`src/rtl/ecc_mem_ctrl.sv`:
```
// ECC-protected single-port SRAM controller: (38,32) encode on write, decode/correct on
// read, and write-back of corrected words.
module ecc_mem_ctrl #(
  parameter int unsigned AW = 8
) (
  input  logic          clk,
  input  logic          rst,
  input  logic          wr_req,
  input  logic [AW-1:0] wr_addr,
  input  logic [31:0]   wr_data,
  output logic          wr_ack,
  input  logic          rd_req,
  input  logic [AW-1:0] rd_addr,
  output logic          rd_ack,
  output logic [31:0]   rd_data,
  output logic          rd_err_cor,
  output logic          rd_err_unc,
  output logic          mem_ce,
  output logic          mem_we,
  output logic [AW-1:0] mem_addr,
  output logic [37:0]   mem_wdata,
  input  logic [37:0]   mem_rdata,
  output logic [7:0]    cnt_cor,
  output logic [7:0]    cnt_unc,
  input  logic          cnt_clr
);

  typedef enum logic [2:0] {StIdle, StWr, StRd, StChk, StScrb} state_e;

  // Data-bit columns of the check matrix; must match ecc_enc_module.
  localparam logic [5:0] Col [32] = '{
    6'd3,  6'd5,  6'd6,  6'd7,  6'd9,  6'd10, 6'd11, 6'd12,
    6'd13, 6'd14, 6'd15, 6'd17, 6'd18, 6'd19, 6'd20, 6'd21,
    6'd22, 6'd23, 6'd24, 6'd25, 6'd26, 6'd27, 6'd28, 6'd29,
    6'd30, 6'd31, 6'd33, 6'd34, 6'd35, 6'd36, 6'd37, 6'd38
  };

  state_e        state_q, state_d;
  logic          last_rd_q;
  logic [AW-1:0] addr_q;
  logic          rd_ack_q;
  logic [31:0]   rd_data_q;
  logic          cor_q, unc_q;
  logic [7:0]    cnt_cor_q, cnt_unc_q;

  logic [31:0]   enc_data;
  logic [5:0]    enc_chk;
  logic [5:0]    rd_chk;
  logic [5:0]    syn;
  logic [31:0]   flip;
  logic          dec_cor, dec_unc;
  logic [31:0]   dec_data;

  ecc_enc_module u_enc (
    .data_i  (enc_data),
    .check_o (enc_chk)
  );

  ecc_enc_module u_syn (
    .data_i  (mem_rdata[31:0]),
    .check_o (rd_chk)
  );

  // Check-bit inversions appear on both sides of the XOR and cancel.
  always_comb begin
    syn  = mem_rdata[37:32] ^ rd_chk;
    flip = '0;
    for (int j = 0; j < 32; j++) begin
      if (syn == Col[j]) flip[j] = 1'b1;
    end
    dec_cor  = (syn != '0) && ($onehot(syn) || (flip != '0));
    dec_unc  = (syn != '0) && !dec_cor;
    dec_data = mem_rdata[31:0] ^ flip;
  end

  always_ff @(posedge clk) begin
    if (rst) state_q <= StIdle;
    else     state_q <= state_d;
  end

  always_comb begin
    state_d = state_q;
    unique case (state_q)
      StIdle: begin
        if (wr_req && rd_req) state_d = last_rd_q ? StWr : StRd;
        else if (wr_req)      state_d = StWr;
        else if (rd_req)      state_d = StRd;
      end
      StWr:    state_d = StIdle;
      StRd:    state_d = StChk;
      StChk:   state_d = dec_cor ? StScrb : StIdle;
      StScrb:  state_d = StIdle;
      default: state_d = StIdle;
    endcase
  end

  always_comb begin
    mem_ce    = 1'b0;
    mem_we    = 1'b0;
    mem_addr  = '0;
    mem_wdata = '0;
    wr_ack    = 1'b0;
    enc_data  = wr_data;
    unique case (state_q)
      StWr: begin
        mem_ce    = 1'b1;
        mem_we    = 1'b1;
        mem_addr  = wr_addr;
        mem_wdata = {enc_chk, wr_data};
        wr_ack    = 1'b1;
      end
      StRd: begin
        mem_ce   = 1'b1;
        mem_addr = rd_addr;
      end
      StScrb: begin
        enc_data  = rd_data_q;
        mem_ce    = 1'b1;
        mem_we    = 1'b1;
        mem_addr  = addr_q;
        mem_wdata = {enc_chk, rd_data_q};
      end
      default: ;
    endcase
  end

  always_ff @(posedge clk) begin
    if (rst) begin
      last_rd_q <= 1'b0;
      addr_q    <= '0;
      rd_ack_q  <= 1'b0;
      rd_data_q <= '0;
      cor_q     <= 1'b0;
      unc_q     <= 1'b0;
    end else begin
      if (state_q == StIdle && state_d == StWr) last_rd_q <= 1'b0;
      if (state_q == StIdle && state_d == StRd) last_rd_q <= 1'b1;
      if (state_q == StRd) addr_q <= rd_addr;
      rd_ack_q <= (state_q == StChk);
      if (state_q == StChk) begin
        rd_data_q <= dec_data;
        cor_q     <= dec_cor;
        unc_q     <= dec_unc;
      end
    end
  end

  // Clear beats a same-cycle increment.
  always_ff @(posedge clk) begin
    if (rst || cnt_clr) begin
      cnt_cor_q <= '0;
      cnt_unc_q <= '0;
    end else if (rd_ack_q) begin
      if (cor_q && cnt_cor_q != 8'hFF) cnt_cor_q <= cnt_cor_q + 8'd1;
      if (unc_q && cnt_unc_q != 8'hFF) cnt_unc_q <= cnt_unc_q + 8'd1;
    end
  end

  assign rd_ack     = rd_ack_q;
  assign rd_data    = rd_data_q;
  assign rd_err_cor = cor_q;
  assign rd_err_unc = unc_q;
  assign cnt_cor    = cnt_cor_q;
  assign cnt_unc    = cnt_unc_q;

endmodule

// (38,32) check-bit encoder: each data bit XORs its column into the check bits,
// then a fixed inversion pattern is applied so an all-zero word has non-zero check bits.
module ecc_enc_module (
  input  logic [31:0] data_i,
  output logic [5:0]  check_o
);

  localparam logic [5:0] Inv = 6'b100101;
  localparam logic [5:0] Col [32] = '{
    6'd3,  6'd5,  6'd6,  6'd7,  6'd9,  6'd10, 6'd11, 6'd12,
    6'd13, 6'd14, 6'd15, 6'd17, 6'd18, 6'd19, 6'd20, 6'd21,
    6'd22, 6'd23, 6'd24, 6'd25, 6'd26, 6'd27, 6'd28, 6'd29,
    6'd30, 6'd31, 6'd33, 6'd34, 6'd35, 6'd36, 6'd37, 6'd38
  };

  logic [5:0] acc;

  always_comb begin
    acc = '0;
    for (int j = 0; j < 32; j++) begin
      if (data_i[j]) acc = acc ^ Col[j];
    end
    check_o = acc ^ Inv;
  end

endmodule

```
`config.mk`:
```
export PLATFORM = sky130hd
export DESIGN_NAME = ecc_mem_ctrl
export DESIGN_NICKNAME = d
export VERILOG_FILES = /design/src/rtl/ecc_mem_ctrl.sv
export SDC_FILE = /design/constraint.sdc
export NUM_CORES = 1
export LEC_CHECK = 0
export CAP_MARGIN = 20
export CORE_ASPECT_RATIO = 0.75
export CORE_UTILIZATION = 46
export DETAILED_ROUTE_END_ITERATION = 7
export GPL_TIMING_DRIVEN = 0
export PLACE_DENSITY = 0.79
export SLEW_MARGIN = 20
export SYNTH_ARGS = -nofsm -noshare
export SYNTH_HDL_FRONTEND = slang
export SYNTH_HIERARCHICAL = 1
export SYNTH_SLANG_ARGS = --single-unit
```
`constraint.sdc`:
```
create_clock -name clk -period 5.8 [get_ports clk]
set_input_delay 0.87 -clock clk [delete_from_list [all_inputs] [get_ports clk]]
set_output_delay 0.87 -clock clk [all_outputs]
set_load 0.005 [all_outputs]
```
# Yosys cells after proc, flatten, opt, wreduce, memory -nomap -nowiden

Cells that the tools add are included.

Flip-flop bits (word level): 63
Bits of input ports: 91
Output and inout port bits: 100
Logic and storage cells: 251

Add/subtract/negate cells: 7
Eq/ne operators: 41
Multiplexer cells: 110
Bitwise logic cells: 66
Reductions and logical operators: 18

Operators by type and width:

| kind                                           | number |
|---|---|
| two-way mux 5 bit                              | 30 |
| == test 6 x 5 -> 1 bit (second input constant) | 15 |
| inverter 3 bit                                 | 28 |
| one-hot mux 38 bit (2 select lines)            | 1 |
| two-way mux 6 bit                              | 12 |
| two-way mux 4 bit                              | 14 |
| == test 6 x 4 -> 1 bit (second input constant) | 7 |
| inverter 4 bit                                 | 10 |
| two-way mux 1 bit                              | 37 |
| == test 6 bit (second input constant)          | 6 |
| two-way mux 32 bit                             | 1 |
| inverter 2 bit                                 | 16 |
| nonzero test 32 bit                            | 1 |
| bitwise XOR 32 bit                             | 1 |
| two-way mux 3 bit                              | 10 |
| one-hot mux 8 bit (3 select lines)             | 1 |
| == test 6 x 3 -> 1 bit (second input constant) | 3 |
| adder 8 x 1 -> 8 bit (second input constant)   | 2 |
| inequality test 8 bit (second input constant)  | 2 |
| inverter 1 -> 2 bit                            | 8 |
| inverter 5 bit                                 | 2 |
| == test 3 x 1 -> 1 bit (second input constant) | 3 |
| == test 3 x 2 -> 1 bit (second input constant) | 3 |
| one-hot mux 3 bit (3 select lines)             | 1 |
| other kinds (16)                               | 28 |

# Depth between registers and ports, before layout

Depth after elaboration: 77
Mapped depth: 15
Gate-level depth less buffers: 15

# Hierarchy

The synthesis kept the hierarchy.

Modules (own cells, without submodules):

| module         | instances | cells each | area each (sq um) | seq. area each (sq um) |
|---|---|---|---|---|
| ecc_mem_ctrl   | 1         | 490        | 4,092.7           | 1,261.2 |
| ecc_enc_module | 2         | 53         | 559.3             | 0.0 |

# Worst setup path before layout

OpenSTA, ideal clock, no wires.

Kind: in2reg
Start: input mem_rdata[25]
End: register unc_q (netlist: rd_err_unc)
Setup time: 0.059 ns
Arrival time: 4.650 ns
Required time: 5.741 ns
Path slack: 1.091 ns
Cell stages on the path: 14
Path buffers: 0
Path through: xor2_1 xnor2_1 xnor3_1 xnor2_1 xor2_1 fa_1 fa_1 ha_1 fa_1 nor2_1 nand2_1 o21ai_1 a2111oi_4 a32o_2

Elaborated cells on any way between the ends: 91
Classes of those cells: add/sub (5); eq/ne (33); mux (39); bitwise (8); reduce/logical (6)

RTL lines:

| what                                       | line | text |
|---|---|---|
| start: declaration                         | 22   | `input logic [37:0] mem_rdata,` |
| two-way mux 5 bit (*)                      | 188  | `if (data_i[j]) acc = acc ^ Col[j];` |
| two-way mux 6 bit (*)                      | 188  |  |
| inverter 2 bit (no line)                   | --   |  |
| two-way mux 6 bit (*)                      | 188  |  |
| inverter 3 bit (no line)                   | --   |  |
| two-way mux 6 bit (*) (3 in series)        | 188  |  |
| inverter 3 bit (no line)                   | --   |  |
| two-way mux 6 bit (*)                      | 188  |  |
| named net rd_chk[1]                        | 48   | `logic [5:0] rd_chk;` |
| (+1 left out)                              | --   |  |
| adder 1 x 1 -> 2 bit (implied by the code) | 71   | `dec_cor = (syn != '0) && ($onehot(syn) \|\| (flip != '0));` |
| adder 2 x 2 -> 3 bit (implied by the code) | 71   |  |
| adder 3 x 2 -> 3 bit (implied by the code) | 71   |  |
| == test 3 x 1 -> 1 bit                     | 71   |  |
| logical OR 1 bit                           | 71   |  |
| logical AND 1 bit                          | 71   |  |
| logical NOT 1 bit                          | 72   | `dec_unc = (syn != '0) && !dec_cor;` |
| logical AND 1 bit (*)                      | 72   |  |
| end signal: assignment                     | 143  | `unc_q <= dec_unc;` |
| end: declaration                           | 43   | `logic cor_q, unc_q;` |

The timed path passes the listed nets; every way through them passes the cells marked *.
A chain may end at the register's enable or synchronous reset.

# Worst setup path in the final report

Ends and elaborated chain as after synthesis.

==> reports/qor.yml <==
crit_fanout: 4
place.gp.congestion: 0.980
grt_antenna_before_repair: 0
synthFlopType: "dfxtp_1"
violations: "DRC"
synth_seq_cells: 63
path_class: "input pin to flop"
root_buffer: "clkbuf_16"
fmax_ghz: 0.186
cts_resized: 0
synth_cells: 596
syn_avg_cell_area_um2: 8.74
cts_buffers: 9
r2r-start: "cnt_unc[1]"
clk_latency_ns: 0.33
drt_first_pass_iters: 7
grt.busiest_layer: "met2"
relSlewSlack: 0.522
fin_util: 0.690
fin_cells: 941
clk_pin_slew_ns: 0.06
netlist_area_um2: 5210
die_x_um: 125
routed-via-count: 5339
fin_crit_ns: 5.38
wirelength_um: 17300
grt_use_total: 0.295
cts_sinks: 63
worst_hold_startpoint: "addr_q[0]"
post_cts_buffers: 0
tns_ns: 0
start_util: 0.474
gr-total-overflow: 0
ios: 191
hold_end: "addr_q[0]"
r2r-end: "cnt_unc[5]"
fp.dieArea_um2: 11800
rows: 33
post-place-ws_ns: 0.0892
die_h_um: 94.2
async_flop_share: 0
synth_nets: 697
yosysTopAreaCell: "dfxtp_1"
drv_cap: 0
run_status: "complete, but fails checks"
hold_class: "flop to flop"
fillers: 889
fin_skew_ns: 0.00500
grt_setup_unrepaired: "false"
cp.arrival_ns: 5.66
layout_setup_ws_ns: 0.419
wl_per_cell_um: 18.4
cts_hold_buf: 0
ir_drop_v: 0.000401
worst_pin_slew_ns: 0.716
netlist.area_leader.share: 0.242
antenna-diode-count: 0
htree_num_levels: 3
gr-usage-met1: 0.398
core_area_um2: 11000
yosysWarnings: 6
drc: 30
clockBufferDepth: 2
p_total_mw: 2.77
hold_viol_final: 0
placed_area_um2: 7280
postRouteAntennaNets: 0
drive_gt1_frac: 0.0949
hold_slack_ns: 0.460
reg2reg_depth: 7
cts_tree: "done"
viasPerCell: 5.67
grt_use_met2: 0.492
io_buffers: 189
drtIter0Drc: 404
setup_viol: 0
p_leak_nw: 2.59
grtUsageMet3: 0.0581
placed_cells: 925
p_per_area_nw_per_um2: 365
required_ns: 6.08
first_global_vias: 5173
grt_max_degree: 14
hpwl_um: 14300
synth_edf_count: 0
yosys-top-cells-area: "dfxtp_1 24%, xnor2_1 15%, mux2_2 6.9%, xor2_1 6.1%, a22o_1 5.4%"
grt_pass1_wl_um: 27000
post-route-period-util: 0.928
end_kind: "flop"
startpoint: "mem_rdata[25]"
syn_to_final_growth_pct: 45.5
regToRegSetupSlack_ns: 3.72
critPathLaunchType: "input pin"
fin_area_um2: 7580
hold_depth: 2
seq_area_frac_synth: 0.242
slew_violations: 0
final_nets: 897
synth_cell_type_count: 49
-- worst max-delay path, stage by stage --
cell	delay, ns
clkdlybuf4s50_1	0.60
xor2_1	0.29
xnor2_1	0.20
xnor3_1	0.47
xnor2_1	0.20
xor2_1	0.39
fa_1	0.52
fa_1	0.49
ha_1	0.23
fa_1	0.53
nor2_1	0.05
nand2_1	0.08
o21ai_1	0.10
a2111oi_4	0.42
a32o_2	0.22
-- cell usage after synthesis (16+ instances only) --
library cell	number
a211oi_1	19
a21oi_1	16
a22o_1	32
clkbuf_1	26
dfxtp_1	63
mux2_2	32
nand2_1	52
nand3_1	18
nor2_1	58
o21ai_0	26
or3_1	17
xnor2_1	87
xor2_1	36
-- registers in the layout, indices dropped and copies added, names as in the netlist --
| name | count |
|---|---|
| rd_data | 32 |
| addr_q | 8 |
| cnt_cor | 8 |
| cnt_unc | 8 |
| state_q | 3 |
| last_rd_q | 1 |
| rd_ack | 1 |
| rd_err_cor | 1 |
| rd_err_unc | 1 |
-- worst max-delay path by stage --
stage | to | depth (start not counted)
after floorplan | rd_err_unc | 14
after global placement | rd_err_unc | 15
after detailed placement | rd_err_unc | 15
after CTS | rd_err_unc | 15
after global routing | rd_err_unc | 15
final | rd_err_unc | 15
-- cell type report --
type / instances / area (µm²) / area share
repair buffers: 189 / 1890 / 0.249
clock buffers: 9 / 225 / 0.0297
inverters: 9 / 38.8 / 0.00511
plain buffers: 36 / 150 / 0.0198
clock inverters: 7 / 80.1 / 0.0106
well taps: 140 / 175 / 0.0231
multi-input cells: 488 / 3760 / 0.496
flip-flops and latches: 63 / 1260 / 0.166
-- logic make-up (layout without fill, tap and decap cells) --
logic type                 after synthesis  count (layout)  synth area share
xor gates and xnor gates               141             141             0.284
AOI/OAI and AO/OA                      127             127             0.181
buffers and inverters                   45             250            0.0363
and+or+nand+nor                        176             176             0.156
adders and majority gates               10              10            0.0283
muxes                                   34              34            0.0730
DFF                                     63              63             0.242
-- power breakdown --
| part | switching (mW) | leakage (nW) | total [mW] | internal (mW) |
|---|---|---|---|---|
| registers | 0.0331 | 0.511 | 0.495 | 0.462 |
| clock network | 0.216 | 0.143 | 0.553 | 0.337 |
| logic | 0.930 | 1.94 | 1.72 | 0.788 |
| total | 1.18 | 2.59 | 2.77 | 1.59 |
-- metal layers --
metal | vias up | routed length [µm]
met4 | 0 | 110
met1 | 2588 | 7920
li1 | 2509 | -
met3 | 16 | 1360
met2 | 226 | 7930
met5 | - | 0
-- layout by cell type, fill, tap and decap left out, types with 19 or more instances in the layout --
cell / Yosys / routed
o21ai_0: 26 / 26
xor2_1: 36 / 36
a211oi_1: 19 / 19
dfxtp_1: 63 / 63
clkbuf_1: 26 / 26
mux2_2: 32 / 32
xnor2_1: 87 / 87
nand2_1: 52 / 52
nor2_1: 58 / 58
a22o_1: 32 / 32
clkdlybuf4s50_1: 0 / 189
Power figures use the tool's default switching activity.
